[config.mk]
export PLATFORM = sky130hd
export DESIGN_NAME = ipml_wr_pack_v1_0
export DESIGN_NICKNAME = d
export VERILOG_FILES = /design/src/rtl/ipml_wr_pack_v1_0_pkg.sv /design/src/rtl/ipml_reg_fifo_v1_0.sv /design/src/rtl/ipml_wr_pack_v1_0.sv
export SDC_FILE = /design/constraint.sdc
export NUM_CORES = 1
export LEC_CHECK = 0
export CAP_MARGIN = 15
export CELL_PAD_IN_SITES_DETAIL_PLACEMENT = 1
export CELL_PAD_IN_SITES_GLOBAL_PLACEMENT = 1
export CORE_MARGIN = 4
export CORE_UTILIZATION = 45
export DETAILED_ROUTE_END_ITERATION = 8
export HOLD_SLACK_MARGIN = 0.03
export MAX_ROUTING_LAYER = met4
export PLACE_DENSITY = 0.87
export SLEW_MARGIN = 20
export SYNTH_ARGS = -nofsm -noshare
export SYNTH_HDL_FRONTEND = slang
export SYNTH_SLANG_ARGS = --single-unit
[constraint.sdc]
create_clock -name clk -period 2.1 [get_ports clk]
set_input_delay 0.315 -clock clk [delete_from_list [all_inputs] [get_ports clk]]
set_output_delay 0.315 -clock clk [all_outputs]
set_load 0.01 [all_outputs]
[src/rtl/ipml_wr_pack_v1_0_pkg.sv]
// rtl/ipml_wr_pack_v1_0_pkg.sv - shared constants and lane mapping for the write-side packer
// Contents:
//   RATIO_MIN / RATIO_MAX : legal range of beats per FIFO word
//   lane_idx()            : maps beat index k to its lane in the wide word
package ipml_wr_pack_v1_0_pkg;

    localparam int RATIO_MIN = 1;
    localparam int RATIO_MAX = 8;

    // Beat k lands in lane k when LSB_FIRST, otherwise the lane order is mirrored.
    function automatic int lane_idx(input int k, input int ratio, input bit lsb_first);
        return lsb_first ? k : (ratio - 1 - k);
    endfunction

endpackage

[src/rtl/ipml_reg_fifo_v1_0.sv]
// rtl/ipml_reg_fifo_v1_0.sv - two-entry register FIFO used as the packer output stage
// Ports:
//   clk, rst_n                    : clock, asynchronous active-low reset
//   data_in/_valid/_ready         : push side, push when valid & ready
//   data_out/_valid/_ready        : pop side, head entry, pop when valid & ready
// data_in_ready depends only on the registered count. data_out is all zeros when empty.
module ipml_reg_fifo_v1_0
    import ipml_wr_pack_v1_0_pkg::*;
#(
    parameter int W = 8
) (
    input  logic         clk,
    input  logic         rst_n,
    input  logic [W-1:0] data_in,
    input  logic         data_in_valid,
    output logic         data_in_ready,
    output logic [W-1:0] data_out,
    output logic         data_out_valid,
    input  logic         data_out_ready
);

    logic [W-1:0] slot0;
    logic [W-1:0] slot1;
    logic [1:0]   cnt;
    logic         push;
    logic         pop;

    assign data_in_ready  = (cnt != 2'd2);
    assign data_out_valid = (cnt != 2'd0);
    assign data_out       = slot0;
    assign push           = data_in_valid & data_in_ready;
    assign pop            = data_out_valid & data_out_ready;

    // slot0 is always the head. Unoccupied slots are kept at zero so the head
    // reads as zero when the FIFO is empty without an extra output mux.
    always_ff @(posedge clk or negedge rst_n) begin
        if (!rst_n) begin
            slot0 <= '0;
            slot1 <= '0;
            cnt   <= 2'd0;
        end else if (push && pop) begin
            // Only reachable with cnt == 1: the new word replaces the popped head.
            slot0 <= data_in;
        end else if (push) begin
            if (cnt == 2'd0) begin
                slot0 <= data_in;
            end else begin
                slot1 <= data_in;
            end
            cnt <= cnt + 2'd1;
        end else if (pop) begin
            slot0 <= slot1;
            slot1 <= '0;
            cnt   <= cnt - 2'd1;
        end
    end

endmodule

[src/rtl/ipml_wr_pack_v1_0.sv]
// rtl/ipml_wr_pack_v1_0.sv - packs RATIO narrow beats into one wide FIFO write word
// Ports:
//   clk, rst_n                            : clock, asynchronous active-low reset
//   data_in/_valid/_last/_ready           : narrow beat stream, last closes the current word
//   wr_data, wr_keep, wr_en               : FIFO write port with per-lane keep mask
//   wr_vld                                : FIFO not-full, gates wr_en combinationally
//   pending                               : accumulator holds a partial word
module ipml_wr_pack_v1_0
    import ipml_wr_pack_v1_0_pkg::*;
#(
    parameter int W_IN      = 32,
    parameter int RATIO     = 2,
    parameter bit LSB_FIRST = 1'b1,
    localparam int W_OUT    = W_IN * RATIO
) (
    input  logic             clk,
    input  logic             rst_n,
    input  logic [W_IN-1:0]  data_in,
    input  logic             data_in_valid,
    input  logic             data_in_last,
    output logic             data_in_ready,
    output logic [W_OUT-1:0] wr_data,
    output logic [RATIO-1:0] wr_keep,
    output logic             wr_en,
    input  logic             wr_vld,
    output logic             pending
);

    localparam int               IDX_W    = (RATIO > 1) ? $clog2(RATIO) : 1;
    localparam logic [IDX_W-1:0] LAST_IDX = IDX_W'(RATIO - 1);
    localparam logic [IDX_W-1:0] IDX_ONE  = IDX_W'(1);

    logic [W_OUT-1:0]       acc_data;
    logic [RATIO-1:0]       acc_keep;
    logic [IDX_W-1:0]       idx;
    logic                   acc;
    logic                   word_done;
    int                     cur_lane;
    logic [W_OUT-1:0]       next_data;
    logic [RATIO-1:0]       next_keep;
    logic                   fifo_in_ready;
    logic                   fifo_out_valid;
    logic [W_OUT+RATIO-1:0] fifo_out;

    assign acc       = data_in_valid & data_in_ready;
    assign word_done = acc & ((idx == LAST_IDX) | data_in_last);

    // Accumulator contents with the incoming beat merged in. This is what gets
    // pushed on a completing beat, so the final beat never waits a cycle.
    always_comb begin
        cur_lane  = lane_idx(int'(idx), RATIO, LSB_FIRST);
        next_data = acc_data;
        next_keep = acc_keep;
        for (int l = 0; l < RATIO; l++) begin
            if (cur_lane == l) begin
                next_data[l*W_IN +: W_IN] = data_in;
                next_keep[l]              = 1'b1;
            end
        end
    end

    always_ff @(posedge clk or negedge rst_n) begin
        if (!rst_n) begin
            acc_data <= '0;
            acc_keep <= '0;
            idx      <= '0;
        end else if (acc) begin
            if (word_done) begin
                acc_data <= '0;
                acc_keep <= '0;
                idx      <= '0;
            end else begin
                acc_data <= next_data;
                acc_keep <= next_keep;
                idx      <= idx + IDX_ONE;
            end
        end
    end

    ipml_reg_fifo_v1_0 #(
        .W (W_OUT + RATIO)
    ) u_out_fifo (
        .clk            (clk),
        .rst_n          (rst_n),
        .data_in        ({next_keep, next_data}),
        .data_in_valid  (word_done),
        .data_in_ready  (fifo_in_ready),
        .data_out       (fifo_out),
        .data_out_valid (fifo_out_valid),
        .data_out_ready (wr_en)
    );

    // Ready comes from the output stage count alone, so a full stage stalls
    // partial-word beats too; wr_vld only reaches wr_en through a single AND.
    assign data_in_ready      = fifo_in_ready;
    assign wr_en              = fifo_out_valid & wr_vld;
    assign {wr_keep, wr_data} = fifo_out;
    assign pending            = (idx != '0);

endmodule
# Yosys cells after proc, flatten, opt, wreduce, memory -nomap -nowiden
# Cells that the tools add are included.
[word_totals]
reg_bits = 201
inputBits = 37
out_inout_bits = 69
[classes]
n_addsub = 3
eq_ne = 3
n_mux = 16
bitwise = 7
reduce_logical = 8
[op_table]
columns = ["cell", "n"]
rows = [
  ["$mux 66", 7],
  ["$mux 32", 2],
  ["$mux 64", 1],
  ["$mux 2", 3],
  ["$and 1x1->1", 5],
  ["$ne 2x2->1 const B", 2],
  ["$reduce_and 2->1", 2],
  ["$reduce_bool 2->1", 2],
  ["$mux 1", 3],
  ["$ne 3x3->1 const B", 1],
  ["$reduce_and 3->1", 1],
  ["$reduce_bool 3->1", 1],
  ["$add 2x1->2 const B", 1],
  ["$logic_not 2->1", 1],
  ["$sub 2x1->2 const B", 1],
  ["$add 1x1->1 const B", 1],
  ["$logic_and 1x1->1", 1],
  ["$not 1->1", 1],
  ["$or 1x1->1", 1],
]

# Longest topological paths before layout
[logic_depth]
word_depth = 7
ltp_mapped = 8

# Modules after synthesis
# A second synthesis with hierarchy kept.
[hier_totals]
cells_unflattened = 846
area_unflattened_um2 = 10080.9
[by_module_without_submodules]
columns = ["mod", "instances", "cells_each", "area_per_inst_um2"]
rows = [
  ["ipml_reg_fifo_v1_0", 1, 623, 7023.0],
  ["ipml_wr_pack_v1_0", 1, 223, 3057.9],
]

# Worst setup path after synthesis
# Ideal clock, no wire load.
[synth_path]
path_type = "reg2reg"
start = "register idx (netlist: pending)"
end = "register u_out_fifo.slot0[48] (netlist: u_out_fifo.data_out[48])"
setup_time_ns = 0.127
arrival_ns = 1.557
required_ns = 1.973
path_slack_ns = 0.416
stages_incl_launch_ff = 7
n_path_buf = 3
cell_sequence = "dfrtp_1 > buf_2 > o21ai_2 > o31a_1 > buf_6 > buf_6 > mux2_1"
[synth_via]
elab_chain_len = 6
elab_cells_between_ends = 11
cone_classes = "eq/ne (1); mux (4); bitwise (3); reduce/logical (3)"
[synth_rtl]
columns = ["element", "line_no", "source"]
rows = [
  ["from (decl)", "ipml_wr_pack_v1_0.sv:35", "logic [IDX_W-1:0] idx;"],
  ["from (signal assigned)", "ipml_wr_pack_v1_0.sv:75", "idx <= idx + IDX_ONE;"],
  ["$or 1x1->1", "ipml_wr_pack_v1_0.sv:46", "assign word_done = acc & ((idx == LAST_IDX) | data_in_last);"],
  ["$and 1x1->1", "ipml_wr_pack_v1_0.sv:46", ""],
  ["$and 1x1->1", "ipml_reg_fifo_v1_0.sv:31", "assign push = data_in_valid & data_in_ready;"],
  ["$logic_and 1x1->1", "ipml_reg_fifo_v1_0.sv:41", "end else if (push && pop) begin"],
  ["$ne 3x3->1 (no line) or $reduce_bool 3->1 (tied branches)", "-", ""],
  ["$reduce_and 2->1 (no line)", "-", ""],
  ["to (signal assigned)", "ipml_reg_fifo_v1_0.sv:43", "slot0 <= data_in;"],
  ["to (signal assigned)", "ipml_reg_fifo_v1_0.sv:46", "slot0 <= data_in;"],
  ["to (signal assigned)", "ipml_reg_fifo_v1_0.sv:52", "slot0 <= slot1;"],
  ["to (decl)", "ipml_reg_fifo_v1_0.sv:22", "logic [W-1:0] slot0;"],
]
# Parallel ways exist; a longest one is shown, timed or not. The select of a mux whose other input is x is not followed.
# A chain may end at the register's enable or synchronous reset.

# Worst setup path in the final report
[layout_path]
start = "register u_out_fifo.cnt[1]"
end = "output port wr_en"
[layout_via]
elab_chain_len = 2
[layout_rtl]
columns = ["element", "line_no", "source"]
rows = [
  ["from (decl)", "ipml_reg_fifo_v1_0.sv:24", "logic [1:0] cnt;"],
  ["from (signal assigned)", "ipml_reg_fifo_v1_0.sv:50", "cnt <= cnt + 2'd1;"],
  ["from (signal assigned)", "ipml_reg_fifo_v1_0.sv:54", "cnt <= cnt - 2'd1;"],
  ["$reduce_bool 2->1", "ipml_reg_fifo_v1_0.sv:29", "assign data_out_valid = (cnt != 2'd0);"],
  ["$and 1x1->1", "ipml_wr_pack_v1_0.sv:96", "assign wr_en = fifo_out_valid & wr_vld;"],
  ["to (decl)", "ipml_wr_pack_v1_0.sv:24", "output logic wr_en,"],
]
# Every way passes these cells.

==> impl_metrics.ini <==
[run_status]
outcome = finished clean

[place]
dp_cells = 1105
post-place-ws_ns = -0.06494
gp_congestion = 0.7821
dp_hpwl_microns = 15780
portBuffers = 105
placedInstanceArea_sq_um = 10400

[finish]
syn_to_final_growth_pct = 26.42
nNetsFinal = 907
final_cell_count_no_fill = 1145
final_common_cell = dfrtp_1
antennaDiodeCount = 0
layout-drive-gt1-share_pct = 15.48
final_cell_mix = dfrtp_1 (199), o21ai_0 (162), clkdlybuf4s50_1 (103)
fin_area_sq_um = 11110

[route]
viasPerCell = 5.747
wl_per_cell_microns = 21.64
wirelength_microns = 24770
via_count = 6580
ant_nets = 0
drc = 0
drtIter0Drc = 340
firstDrtPassIters = 4

[synthesis]
synthesis.area_sq_um = 8791
synth_top_family_by_area = compound AO/OA/AOI/OAI gates
synth_seq_cells = 201
yosys-mux-area-fraction_pct = 15.86
synthSimpleGateAreaFrac_pct = 6.220
yosys_warnings = 0
synth-edff-count = 0
synth_nets = 799
synthXorXnorAreaFrac_pct = 0.09963
synth_cell_types = 34
yosysSeqAreaShare_pct = 57.22
syn_inst = 762
synth_flop_cell = dfrtp_1
synth_compound_area_share_pct = 17.11
synthAdderAreaFrac_pct = 0
synthArstFlopShare_pct = 100.0
avgSynthCellArea_sq_um = 11.54

[floorplanning]
rows = 50
fp.dieArea_sq_um = 21840
pin_count = 106
start_util_pct = 46.38
core_sq_um = 18960
die_y_microns = 147.8
die_x_microns = 147.8

[cts]
cts.sinks = 201
cts_tree = built
cts_buffers = 22
ctsRootBufferMaster = clkbuf_16
clk_latency_ns = 0.50
ctsHtreeMaxLevel = 1
path_clk_slew_ns = 0.06
cts_buffer_depth = 3
cts_setup_buffers = 0

[setup_path]
cp-start-kind = register
cpPeakStageDelay_ns = 0.49
crit_type = reg -> out
arrival_ns = 1.72
path_cells = o21ai_2 -> inv_1 -> clkdlybuf4s50_1
worst-path-max-fanout = 7
cp.required_ns = 1.78
endpoint_kind = output pin
critPathBufInv = 2
cp_slowest_cell = clkdlybuf4s50_1
critPathTopFamily = buffers and inverters

[sta]
worstMarginPinSlew_ns = 0.5678
finalSetupViolations = 0
rsz0062_at_grt = no
hold_viol = 0
slew-limit-headroom_pct = 62.15
clock_skew_ns = 0.01014
min_period_ns = 2.040
maxClockFrequency_mhz = 490.3
setup_ws_ns = 0.06034
fin_crit_sh_pct = 97.13
tns_ns = 0
drv_slew = 0
holdWs_ns = 0.3866

[job]
maxCapViolations = 0

[power]
vdd_drop_max_uv = 627.3
p_leak_nw = 4.923
power-per-cell-area_nw_per_um2 = 1406

[grt]
antenna_found_initial = 0
globalRouteTotalUtil_pct = 23.95
grt_max_degree = 68
grt-ovfl-total = 0
grt_pass1_wl_microns = 41350
grt_pass1_vias = 7496

[worst_hold_path]
min_path_type = in -> async
worst reg2reg max path: stages, from the launching register on:
cell	delay, ns
dfrtp_4	0.57
buf_4	0.43
mux2i_1	0.32
o21ai_0	0.16
mux2_2	0.30
routing by layer:
layer  vias to the layer above  wire length [microns]  GRT usage [%]
li1                       2927                      -              -
met1                      3429                  10300          30.18
met2                       165                  12780          40.77
met3                        59                    879          2.728
met4                         0                    809          7.642
met5                         -                      0              -
state kept, by name (all words and copies together), names as in the netlist:
name	flops
acc_data	64
acc_keep	2
u_out_fifo.slot1	66
pending	1
u_out_fifo.cnt	2
u_out_fifo.data_out	66
per-stage QoR:
stage	total power, mW	util [%]
final	15.63	58.63
after global routing	16.51	58.63
after CTS	15.79	58.63
after detailed placement	11.90	54.84
after global placement	11.55	54.84
after floorplan	9.056	-
where the power goes:
part           internal (mW)  switching [mW]  leakage (nW)
Clock                   2.20            1.55         0.357
Combinational           3.01            3.09          1.85
Sequential              5.02           0.753          2.72
path summary, 6_finish.rpt:
| kind | cells past startpoint | start | slack [ns] | end |
|---|---|---|---|---|
| worst max-delay path | 3 | u_out_fifo.cnt[1]$_DFFE_PN0P_ | 0.06 | wr_en |
| worst min-delay path | 2 | rst_n | 0.39 | acc_data[36]$_DFFE_PN0P_ |
| worst max register to register | 4 | pending$_DFFE_PN0P_ | 0.22 | u_out_fifo.data_out[33]$_DFFE_PN0P_ |
| worst min register to register | 1 | u_out_fifo.slot1[19]$_DFFE_PN0P_ | 0.48 | u_out_fifo.slot1[19]$_DFFE_PN0P_ |
| max in group asynchronous | 3 | rst_n | 0.99 | u_out_fifo.data_out[17]$_DFFE_PN0P_ |
| min in group clk | 3 | data_in[30] | 0.45 | acc_data[30]$_DFFE_PN0P_ |
Yosys cell counts, types with 2 or more instances:
library cell | n | area share [%]
inv_1 | 2 | 0.085
o21ai_0 | 163 | 9.3
a21oi_1 | 4 | 0.23
o211ai_1 | 2 | 0.17
mux2_2 | 47 | 6.0
nor2_1 | 11 | 0.47
o2bb2ai_1 | 64 | 6.4
nand2_1 | 69 | 2.9
buf_6 | 3 | 0.38
o21ai_1 | 3 | 0.17
buf_4 | 2 | 0.17
clkbuf_1 | 31 | 1.3
and2_1 | 33 | 2.3
buf_1 | 3 | 0.13
buf_2 | 23 | 1.3
mux2i_1 | 65 | 7.4
o21a_1 | 2 | 0.17
mux2_1 | 19 | 2.4
dfrtp_1 | 201 | 57
final cells by class:
type | count | area, sq um
inverter | 3 | 11.26
sequential | 201 | 5035
multi-input combinational | 495 | 3478
clock buffer | 32 | 669.4
tap | 260 | 325.3
clock inverter | 7 | 35.03
timing repair buffer | 147 | 1559
fill | 1953 | 7843
cell families (layout without fill, tap and decap cells):
family	after synthesis	after routing
AO/OA/AOI/OAI	245	245
flip-flops	201	201
buffers and inverters	66	189
XOR/XNOR	1	1
multiplexers	131	131
AND/OR/NAND/NOR	118	118
what timing repair did:
action                                  4_1_cts  5_1_grt
endpoints found under the setup margin        2        0
resized for setup                             4        0
hold buffers                                  1        0
endpoints found under the hold margin        62        0
(Power assumes the default switching activity.)
